### config.mk
export PLATFORM = sky130hd
export DESIGN_NAME = prom_arbiter
export DESIGN_NICKNAME = d
export VERILOG_FILES = /design/src/rtl/prom_arbiter.sv
export SDC_FILE = /design/constraint.sdc
export NUM_CORES = 1
export LEC_CHECK = 0
export ABC_AREA = 1
export BUFFER_PORTS_ARGS = -buffer_cell sky130_fd_sc_hd__buf_2
export CAP_MARGIN = 25
export CORE_MARGIN = 2
export CORE_UTILIZATION = 25
export DETAILED_ROUTE_END_ITERATION = 10
export GPL_TIMING_DRIVEN = 0
export PLACE_DENSITY_LB_ADDON = 0.12
export SYNTH_ARGS = -nofsm -noshare
export SYNTH_HDL_FRONTEND = slang
export SYNTH_SLANG_ARGS = --single-unit
### constraint.sdc
create_clock -name clk -period 0.8 [get_ports clk]
set_input_delay 0 -clock clk [delete_from_list [all_inputs] [get_ports clk]]
set_output_delay 0 -clock clk [all_outputs]
set_load 0.03 [all_outputs]
### src/rtl/prom_arbiter.sv
// Round-robin arbiter sharing one pROM read port between fetch (F) and data (D).
// A {valid, port} tag rides a ROM_LAT-deep pipeline so each returned word is routed to its requester.
module prom_arbiter #(
  parameter int ADDR_W  = 13,
  parameter int DATA_W  = 16,
  parameter int ROM_LAT = 1,
  parameter int FIRST_F = 1
) (
  input  logic              clk,
  input  logic              reset,
  input  logic              f_req,
  input  logic [ADDR_W-1:0] f_addr,
  output logic              f_gnt,
  output logic              f_rvalid,
  output logic [DATA_W-1:0] f_rdata,
  input  logic              d_req,
  input  logic [ADDR_W-1:0] d_addr,
  output logic              d_gnt,
  output logic              d_rvalid,
  output logic [DATA_W-1:0] d_rdata,
  output logic [ADDR_W-1:0] rom_ad,
  output logic              rom_ce,
  output logic              rom_oce,
  output logic              rom_reset,
  input  logic [DATA_W-1:0] rom_dout
);

  typedef enum logic {TOK_F = 1'b0, TOK_D = 1'b1} tok_e;
  typedef struct packed {
    logic vld;
    logic port;   // 0 = F, 1 = D
  } tag_t;

  localparam tok_e TOK_RST = (FIRST_F != 0) ? TOK_F : TOK_D;

  tok_e tok, tok_nxt;
  tag_t tag_pipe [ROM_LAT];
  tag_t tag_out;
  logic both;

  always_ff @(posedge clk) begin
    if (reset) tok <= TOK_RST;
    else       tok <= tok_nxt;
  end

  always_comb begin
    f_gnt   = 1'b0;
    d_gnt   = 1'b0;
    tok_nxt = tok;
    both    = f_req & d_req;
    if (!reset) begin
      f_gnt = f_req & (~d_req | (tok == TOK_F));
      d_gnt = d_req & (~f_req | (tok == TOK_D));
      // on contention the token passes to whichever side lost
      if (both) tok_nxt = f_gnt ? TOK_D : TOK_F;
    end
  end

  assign rom_ad    = d_gnt ? d_addr : f_addr;
  assign rom_ce    = f_gnt | d_gnt;
  assign rom_oce   = 1'b1;
  assign rom_reset = reset;

  always_ff @(posedge clk) begin
    if (reset) begin
      for (int i = 0; i < ROM_LAT; i++) tag_pipe[i] <= '0;
    end else begin
      tag_pipe[0] <= tag_t'{rom_ce, d_gnt};
      for (int i = 1; i < ROM_LAT; i++) tag_pipe[i] <= tag_pipe[i-1];
    end
  end

  assign tag_out  = tag_pipe[ROM_LAT-1];
  // masked during reset so a tag loaded before the reset edge never surfaces
  assign f_rvalid = tag_out.vld & ~tag_out.port & ~reset;
  assign d_rvalid = tag_out.vld &  tag_out.port & ~reset;
  assign f_rdata  = rom_dout;
  assign d_rdata  = rom_dout;

endmodule

==> results of run 1 <==
==> area by class of cell <==
class | count | area [um2]
repair buffers | 86 | 572
well taps | 28 | 35.0
plain buffers | 37 | 294
multi-input cells | 55 | 434
clock buffers | 4 | 26.3
inverters | 5 | 22.5
fillers | 211 | 828
flip-flops and latches | 3 | 63.8
==> sequential cells by signal (all words and copies together) (netlist names) <==
register	count
tag_pipe	2
tok	1
==> where the power goes <==
group / total, mW / internal [mW] / switching, mW
Combinational: 1.07 / 0.475 / 0.599
Clock: 0.264 / 0.187 / 0.0774
Sequential: 0.169 / 0.163 / 0.00633
Total: 1.51 / 0.824 / 0.682
==> cell families after synthesis <==
group           share of synthesized area [%]
simple gates                             37.7
buf+inv                                  48.7
compound gates                           3.25
flops                                    9.74
other cells                             0.608
==> final timing paths <==
| kind | slack [ns] | cells after the start | startpoint | endpoint |
|---|---|---|---|---|
| max | -0.40 | 7 | tok | rom_ad[10] |
| min | 0.07 | 2 | reset | tag_pipe[0][1] |
| max reg2reg | -0.04 | 5 | tok | tag_pipe[0][0] |
| min reg2reg | 0.62 | 3 | tok | tok |
==> layout by cell type, fill, tap and decap left out <==
cell	netlist	routed
nor2_1	3	3
buf_6	1	18
inv_1	4	1
buf_16	0	1
clkinvlp_4	0	1
a21oi_2	0	1
buf_4	36	40
nand2_1	30	4
nor2_4	1	1
buf_2	0	63
clkbuf_1	0	1
a21oi_1	2	1
buf_12	0	1
nand2_4	1	19
nand2_2	1	8
dfxtp_2	0	3
nand2_8	0	1
nand3_1	12	11
clkbuf_4	0	3
o21ai_0	2	2
inv_2	1	3
conb_1	1	1
nand3_2	2	3
==> synth_stat cells, drive strengths merged <==
| master | count | area share, % |
|---|---|---|
| a21oi | 2 | 1.6 |
| nand2 | 32 | 21 |
| conb | 1 | 0.61 |
| o21ai | 2 | 1.6 |
| nor2 | 4 | 3.7 |
| nand3 | 14 | 13 |
| buf | 37 | 46 |
| inv | 5 | 3.0 |
| dfxtp | 3 | 9.7 |
==> metrics by stage <==
stage | area [um2] | setup TNS (ns) | power [mW] | worst slack (ns) | utilization (%)
floorplan | 774 | -0.456 | 0.846 | -0.0592 | -
global placement | 1210 | -2.50 | 1.08 | -0.224 | 53.2
detailed placement | 1210 | -2.74 | 1.09 | -0.240 | 53.2
CTS | 1420 | -5.64 | 1.51 | -0.392 | 62.4
global route | 1450 | -6.55 | 1.60 | -0.451 | 63.6
finish | 1450 | -5.73 | 1.51 | -0.399 | 63.6
==> critical path: stages (launching register included) <==
cell and delay [ns]:
dfxtp_2 0.33, inv_2 0.04, nand2_4 0.11, nand2_8 0.08, buf_12 0.15, nand2_4 0.06, nand2_4 0.05, buf_6 0.13
==> layer usage <==
layer,track usage [%],vias up
li1,-,456
met1,13.6,386
met2,26.0,54
met3,4.17,0
met4,4.70,0
met5,0,-
==> timing repair <==
action / CTS / global route
buffers inserted: 4 / 1
pin swaps: 2 / 10
cloned: 2 / 0
setup endpoints to repair: 18 / 18
gates resized for setup: 41 / 9
==> metrics, run 1 <==
Worst-Skew Late Latency 0.23 ns; CTS Hold Bufs 0; final std cells w/o fill 218; final wirelength 2040 um; Pre-Repair DR Iteration Count 4; f_max 0.834 GHz; layout cells sized above 1 87.4%; final hold slack 0.0749 ns; routed wl met2 1140 um; Crit Path Category flop to output port; antenna violations before repair 0; Final Hold Vio Count 0; maximum vdd drop 0.538 mV; routability cong. 0.612; antenna cells 0; area grow syn2layout 135%; distinct cell type count after synthesis 15; die area 2880 um2; Max H-tree Level 1; CP Launch Type flop; Initial Util 27.1%; IO Port Bufs 80; post-placement cell count 208; status complete, but fails checks; Final Cycle Share 150%; first-pass GRT wire length 2930 um; maximum number of pins on one net before global-route repair 11; crit end category output port; RSZ-0062 raised after global routing yes; Cells after Synth 100; Longest Clk Path Bufs 2; Via density 4.11; row cnt 17; clk sinks 3; Post-Syn Nets 146; CTS tree yes; clock root buffer clkbuf_4; Die Ht 53.7 um; Leakage 0.813 nW; Max Cap Viol 0; P per Cell Area 1040 nW/um2; WP data required 0.80 ns; nets 237; Yosys reg bits 3; Mapped Area 617 um2; M1 WL 632 um; number of global-route vias before repair 772; Syn Area/Cell 6.17 um2; Slew Viols, Final 0; Hold Path Class input pin to flop; Detail Route Antenna Nets 0; GRT Total Usage 13.6%; CP Data Arrival Time 1.20 ns; register area share after synthesis 9.74%; Die W 53.7 um; Max Clock Skew 0.000308 ns; I/O pins 98; detailed placer's ending HPWL 1630 um; detailed route wirelength on metal3 269 um; warnings from Yosys 0; Final Setup Violations 18; DR iter-0 viols 5; DRC violations left 0; routed len/inst 9.35 um; GRT overflow 0; TritonCTS Buffers 3; top layer reached by signal wires met3; failing checks negative setup slack; Core ar. 2280 um2; fin crit period 1.20 ns; vias 896; CP max FO 5; final setup margin -0.399 ns; clock-pin slew on the worst setup and hold paths 0.04 ns
Power figures use the tool's default switching activity.
==> inputs of run 2 (changes only) <==
- MAX_ROUTING_LAYER: unset -> met4
==> run 2 against run 1 <==
The flow still finishes with violations (negative setup slack). Total power is essentially flat. Cell count unchanged. Clock skew is essentially flat. Critical path depth unchanged. Core utilization unchanged. Clock-buffer cell count is the same. Global-route usage is 0.50 points higher. Wire length barely moved. Combinational power barely moved. Design area unchanged. Largest power group unchanged.
==> metrics, run 2 (synthesis results as in run 1) <==
DR iter-0 viols 5 (unchanged); max reg flops 2 (unchanged); clock group share of total power 17.5% (about the same); Detail Route Antenna Nets 0 (unchanged); Die W 53.7 um (unchanged); f_max 0.834 GHz (about the same); Top reg by flops tag_pipe; antenna cells 0 (unchanged); Initial Util 27.1% (unchanged); clk sinks 3 (unchanged); Pre-Repair DR Iteration Count 4 (unchanged); layout cells sized above 1 87.4% (unchanged); Final Cycle Share 150% (about the same); maximum number of pins on one net before global-route repair 11 (unchanged); Max Cap Viol 0 (unchanged); nets 237 (unchanged); GRT overflow 0 (unchanged); final setup margin -0.399 ns (+0.00000300 ns); IO Port Bufs 80 (unchanged); GRT Total Usage 14.1% (+0.50 points); Max H-tree Level 1 (unchanged); first-pass GRT wire length 2960 um (+0.95%); routability cong. 0.616 (+0.70%); Die Ht 53.7 um (unchanged); Core ar. 2280 um2 (unchanged); Final TNS setup -5.73 ns (-0.00785 ns); combinational share of power 71.2% (about the same); final hold slack 0.0749 ns (unchanged); vias 894 (-0.22%); Tot Pwr 1.51 mW (about the same); slowest CP cell dfxtp_2; post-placement cell count 208 (unchanged); CP max FO 5 (unchanged); Via density 4.10 (-0.22%); clock root buffer clkbuf_4; die area 2880 um2 (unchanged); I/O pins 98 (unchanged); CP Launch Type flop; WP data required 0.80 ns (about the same); Final Hold Vio Count 0 (unchanged); WP buf/inv 3 (unchanged); cell internal pwr 0.824 mW (about the same); DRC violations left 0 (unchanged); Hold Path Class input pin to flop; delay-heaviest family, CP flip-flops; status complete, but fails checks; failing checks negative setup slack; Seq pwr share 11.2% (about the same); most frequent cells in the layout buf_2 (63), buf_4 (40), nand2_4 (19), buf_6 (18), nand3_1 (11); TritonCTS Buffers 3 (unchanged); clock-pin slew on the worst setup and hold paths 0.04 ns (about the same); number of global-route vias before repair 767 (-0.65%); P per Cell Area 1040 nW/um2 (about the same); Longest Clk Path Bufs 2 (unchanged); crit end category output port; row cnt 17 (unchanged); fin crit period 1.20 ns (-0.00000300 ns); final wirelength 2040 um (about the same); Slew Viols, Final 0 (unchanged); CTS Hold Bufs 0 (unchanged); RSZ-0062 raised after global routing yes; Max Clock Skew 0.000311 ns (+0.00000280 ns); final core occ 63.6% (unchanged); Crit Path Category flop to output port; biggest regs tag_pipe x2, tok x1; maximum vdd drop 0.538 mV (about the same); Worst-Skew Late Latency 0.23 ns (about the same); Critical Path Most Common Cell nand2_4; final std cells w/o fill 218 (unchanged); sw power 0.683 mW (about the same); Sw Share 45.3% (about the same); Final Setup Violations 18 (unchanged); detailed placer's ending HPWL 1630 um (unchanged); crit path cell chain inv_2, nand2_4, nand2_8, buf_12, nand2_4, nand2_4, buf_6; commonest non-fill, non-tap cell in the layout buf_2; CP Data Arrival Time 1.20 ns (about the same); max incr delay on CP 0.33 ns (about the same); area grow syn2layout 135% (unchanged); Leakage 0.813 nW (about the same); routed len/inst 9.34 um (about the same); CTS tree yes; antenna violations before repair 0 (unchanged); Fill cells 211 (unchanged)
## run 2: path summary, 6_finish.rpt
| kind | cells past startpoint | start | slack, ns | endpoint |
|---|---|---|---|---|
| worst min-delay path | 2 | reset | 0.07 | tag_pipe[0][1] |
| worst min register to register | 3 | tok | 0.62 | tok |
| worst max register to register | 5 | tok | -0.04 | tag_pipe[0][0] |
| worst max-delay path | 7 | tok | -0.40 | rom_ad[10] |
## run 2: metal layers
layer	part of all wire, %	vias to the layer above	global-route usage [%]
met5	0	-	-
met4	0	0	3.85
met3	12	0	3.33
met2	56	54	26.4
met1	32	384	14.4
li1	-	456	-
## run 2: what timing repair did
action | CTS | global route
resized for setup | 41 | 9
buffers inserted | 4 | 1
gates cloned | 2 | 0
endpoints found under the setup margin | 18 | 18
pin swaps | 2 | 11
## run 2: stage by stage
step / area [um2] / worst slack (ns)
6_report: 1450 / -0.399
5_1_grt: 1450 / -0.451
4_1_cts: 1420 / -0.392
3_5_place_dp: 1210 / -0.240
3_3_place_gp: 1210 / -0.224
2_1_floorplan: 774 / -0.0592
## run 2: final cells by class
cell class / count / area [um2] / share of cell area (%)
Clock buffer: 4 / 26.3 / 1.82
Inverter: 5 / 22.5 / 1.56
Tap cell: 28 / 35.0 / 2.42
Sequential cell: 3 / 63.8 / 4.41
Multi-Input combinational cell: 55 / 434 / 30.0
Timing Repair Buffer: 86 / 572 / 39.5
Buffer: 37 / 294 / 20.3
## run 2: power groups by stage
stage               sequential, mW  combinational (mW)  clock, mW
finish                       0.169                1.07      0.264
detailed placement           0.171               0.921          0
global route                 0.169                1.13      0.292
global placement             0.170               0.912          0
floorplan                    0.169               0.677          0
CTS                          0.168                1.07      0.280
==> inputs of run 3 (changes only) <==
- CORE_UTILIZATION: 25 -> 28
- MAX_ROUTING_LAYER: met4 -> unset
- clock period: 0.8 -> 1.2 ns (I/O delays scaled with it)
==> run 3 against run 2 <==
The flow now finishes without violations. Critical path type unchanged. Non-clock buffer count decreased by 2. Die area shrank 9.9%. Global-route usage decreased by 0.57 points. Core utilization down 6.0 points. Worst setup slack improved by 0.46 ns. Sequential cell count did not move.
==> metrics, run 3 (synthesis results as in run 1) <==
status completed; detailed placer's ending HPWL 1540 um (-5.9%); I/O pins 98 (unchanged); nets 235 (-0.84%); final wirelength 1960 um (-3.6%); Max Cap Viol 0 (unchanged); Final Cycle Share 94.8%; met3 Usage GRT 2.05% (-1.3 points); Detail Route Antenna Nets 0 (unchanged); most frequent cells in the layout buf_2 (71), buf_4 (41), nand2_1 (29), nand3_1 (12), buf_6 (8); Crit Path Category flop to output port; Top reg by flops tag_pipe; CTS tree yes; f_max 0.879 GHz; CP Data Arrival Time 1.14 ns (-0.06 ns); Fill cells 201 (-4.7%); vias 878 (-1.8%); Final TNS setup 0 ns (+5.73 ns); area grow syn2layout 88.8%; Finished Cell Area 1160 um2 (-20%); maximum vdd drop 0.399 mV (-26%); Worst-Skew Late Latency 0.23 ns (about the same); Pre-Repair DR Iteration Count 4 (unchanged); clk sinks 3 (unchanged); Core ar. 2020 um2 (-11%); Final Hold Vio Count 0 (unchanged); die area 2590 um2 (-9.9%); pre-CTS WS 0.123 ns (+0.363 ns); crit end category output port; met1 usage 13.1% (-1.4 points); Longest Clk Path Bufs 2 (unchanged); layout cells sized above 1 70.7% (-17 points); routed len/inst 9.13 um (-2.2%); GRT overflow 0 (unchanged); placed cell areas 1050 um2 (-13%); maximum number of pins on one net before global-route repair 11 (unchanged); Hold Path Class input pin to flop; Max Clock Skew 0.000445 ns (+0.000134 ns); P per Cell Area 751 nW/um2 (-28%); CP max FO 7 (+2); Die Ht 50.9 um (-5.1%); biggest regs tag_pipe x2, tok x1; Slew Viols, Final 0 (unchanged); commonest non-fill, non-tap cell in the layout buf_2; final hold slack 0.0804 ns (+0.00553 ns); met2 GRT Util 27.7% (+1.3 points); DR iter-0 viols 8 (+3); WP data required 1.20 ns (+0.40 ns); antenna violations before repair 0 (unchanged); fin crit period 1.14 ns; Die W 50.9 um (-5.1%); number of global-route vias before repair 709 (-7.6%); CP Launch Type flop; Via density 4.08 (-0.42%); TritonCTS Buffers 3 (unchanged); Initial Util 30.5% (+3.4 points); routability cong. 0.672 (+9.1%); Leakage 0.758 nW (-6.8%); GRT Max-Usage Layer met2; GRT Total Usage 13.5% (-0.57 points); clock root buffer clkbuf_4; final setup margin 0.0625 ns (+0.462 ns); first-pass GRT wire length 2730 um (-7.7%); clock-pin slew on the worst setup and hold paths 0.04 ns (about the same); antenna cells 0 (unchanged); Max H-tree Level 1 (unchanged); row cnt 16 (-1); Final Setup Violations 0 (-18); max reg flops 2 (unchanged); DRC violations left 0 (unchanged); IO Port Bufs 80 (unchanged)
run 3: cell types whose count changed in the layout (fill, tap and decap cells not counted), sizes merged:
cell / delta
clkinvlp: -1
clkbuf: +1
inv: +1
buf: -3
run 3: worst paths after layout:
| path | from | end | slack (ns) | cells past startpoint |
|---|---|---|---|---|
| setup / recovery | tok | rom_ad[5] | 0.06 | 7 |
| hold / removal | d_req | tok | 0.08 | 3 |
| setup reg to reg | tok | tok | 0.37 | 4 |
| hold reg to reg | tok | tok | 0.68 | 4 |
run 3: critical path, stage by stage (launching register included):
cell and delay (ns):
dfxtp_2 0.32, inv_2 0.04, nand2_4 0.07, nand2_4 0.08, buf_6 0.14, nand2_1 0.05
nand2_1 0.04, buf_4 0.16
run 3: report_power, final:
| part | internal, mW | switching, mW |
|---|---|---|
| clock | 0.124 | 0.0473 |
| sequential | 0.108 | 0.00337 |
| combinational | 0.243 | 0.349 |
| total | 0.475 | 0.400 |
run 3: per-stage QoR:
step / util [%] / instances / power (mW)
2_1_floorplan: - / 100 / 0.502
3_3_place_gp: 52.0 / 207 / 0.653
3_5_place_dp: 52.0 / 207 / 0.657
4_1_cts: 56.4 / 214 / 0.871
5_1_grt: 57.6 / 215 / 0.922
6_report: 57.6 / 215 / 0.875
run 3: metal layers:
layer | vias to the layer above | share of wire (%) | routed length [um]
met5 | - | 0 | 0
li1 | 452 | - | -
met4 | 0 | 0 | 0
met3 | 0 | 11 | 222
met1 | 364 | 35 | 682
met2 | 62 | 54 | 1060
run 3: area by class of cell:
class | count | area [um2] | share of cell area [%]
inverter | 5 | 18.8 | 1.61
sequential | 3 | 61.3 | 5.26
multi-input combinational | 55 | 264 | 22.7
clock buffer | 4 | 26.3 | 2.26
buffer | 37 | 285 | 24.5
tap | 27 | 33.8 | 2.90
timing repair buffer | 84 | 475 | 40.8
run 3: repair_timing:
action	in CTS	in global routing
cloned	1	0
setup buffers	2	1
resized for setup	15	6
pin swaps	1	3
hold buffers	0	0
endpoints found under the setup margin	11	12
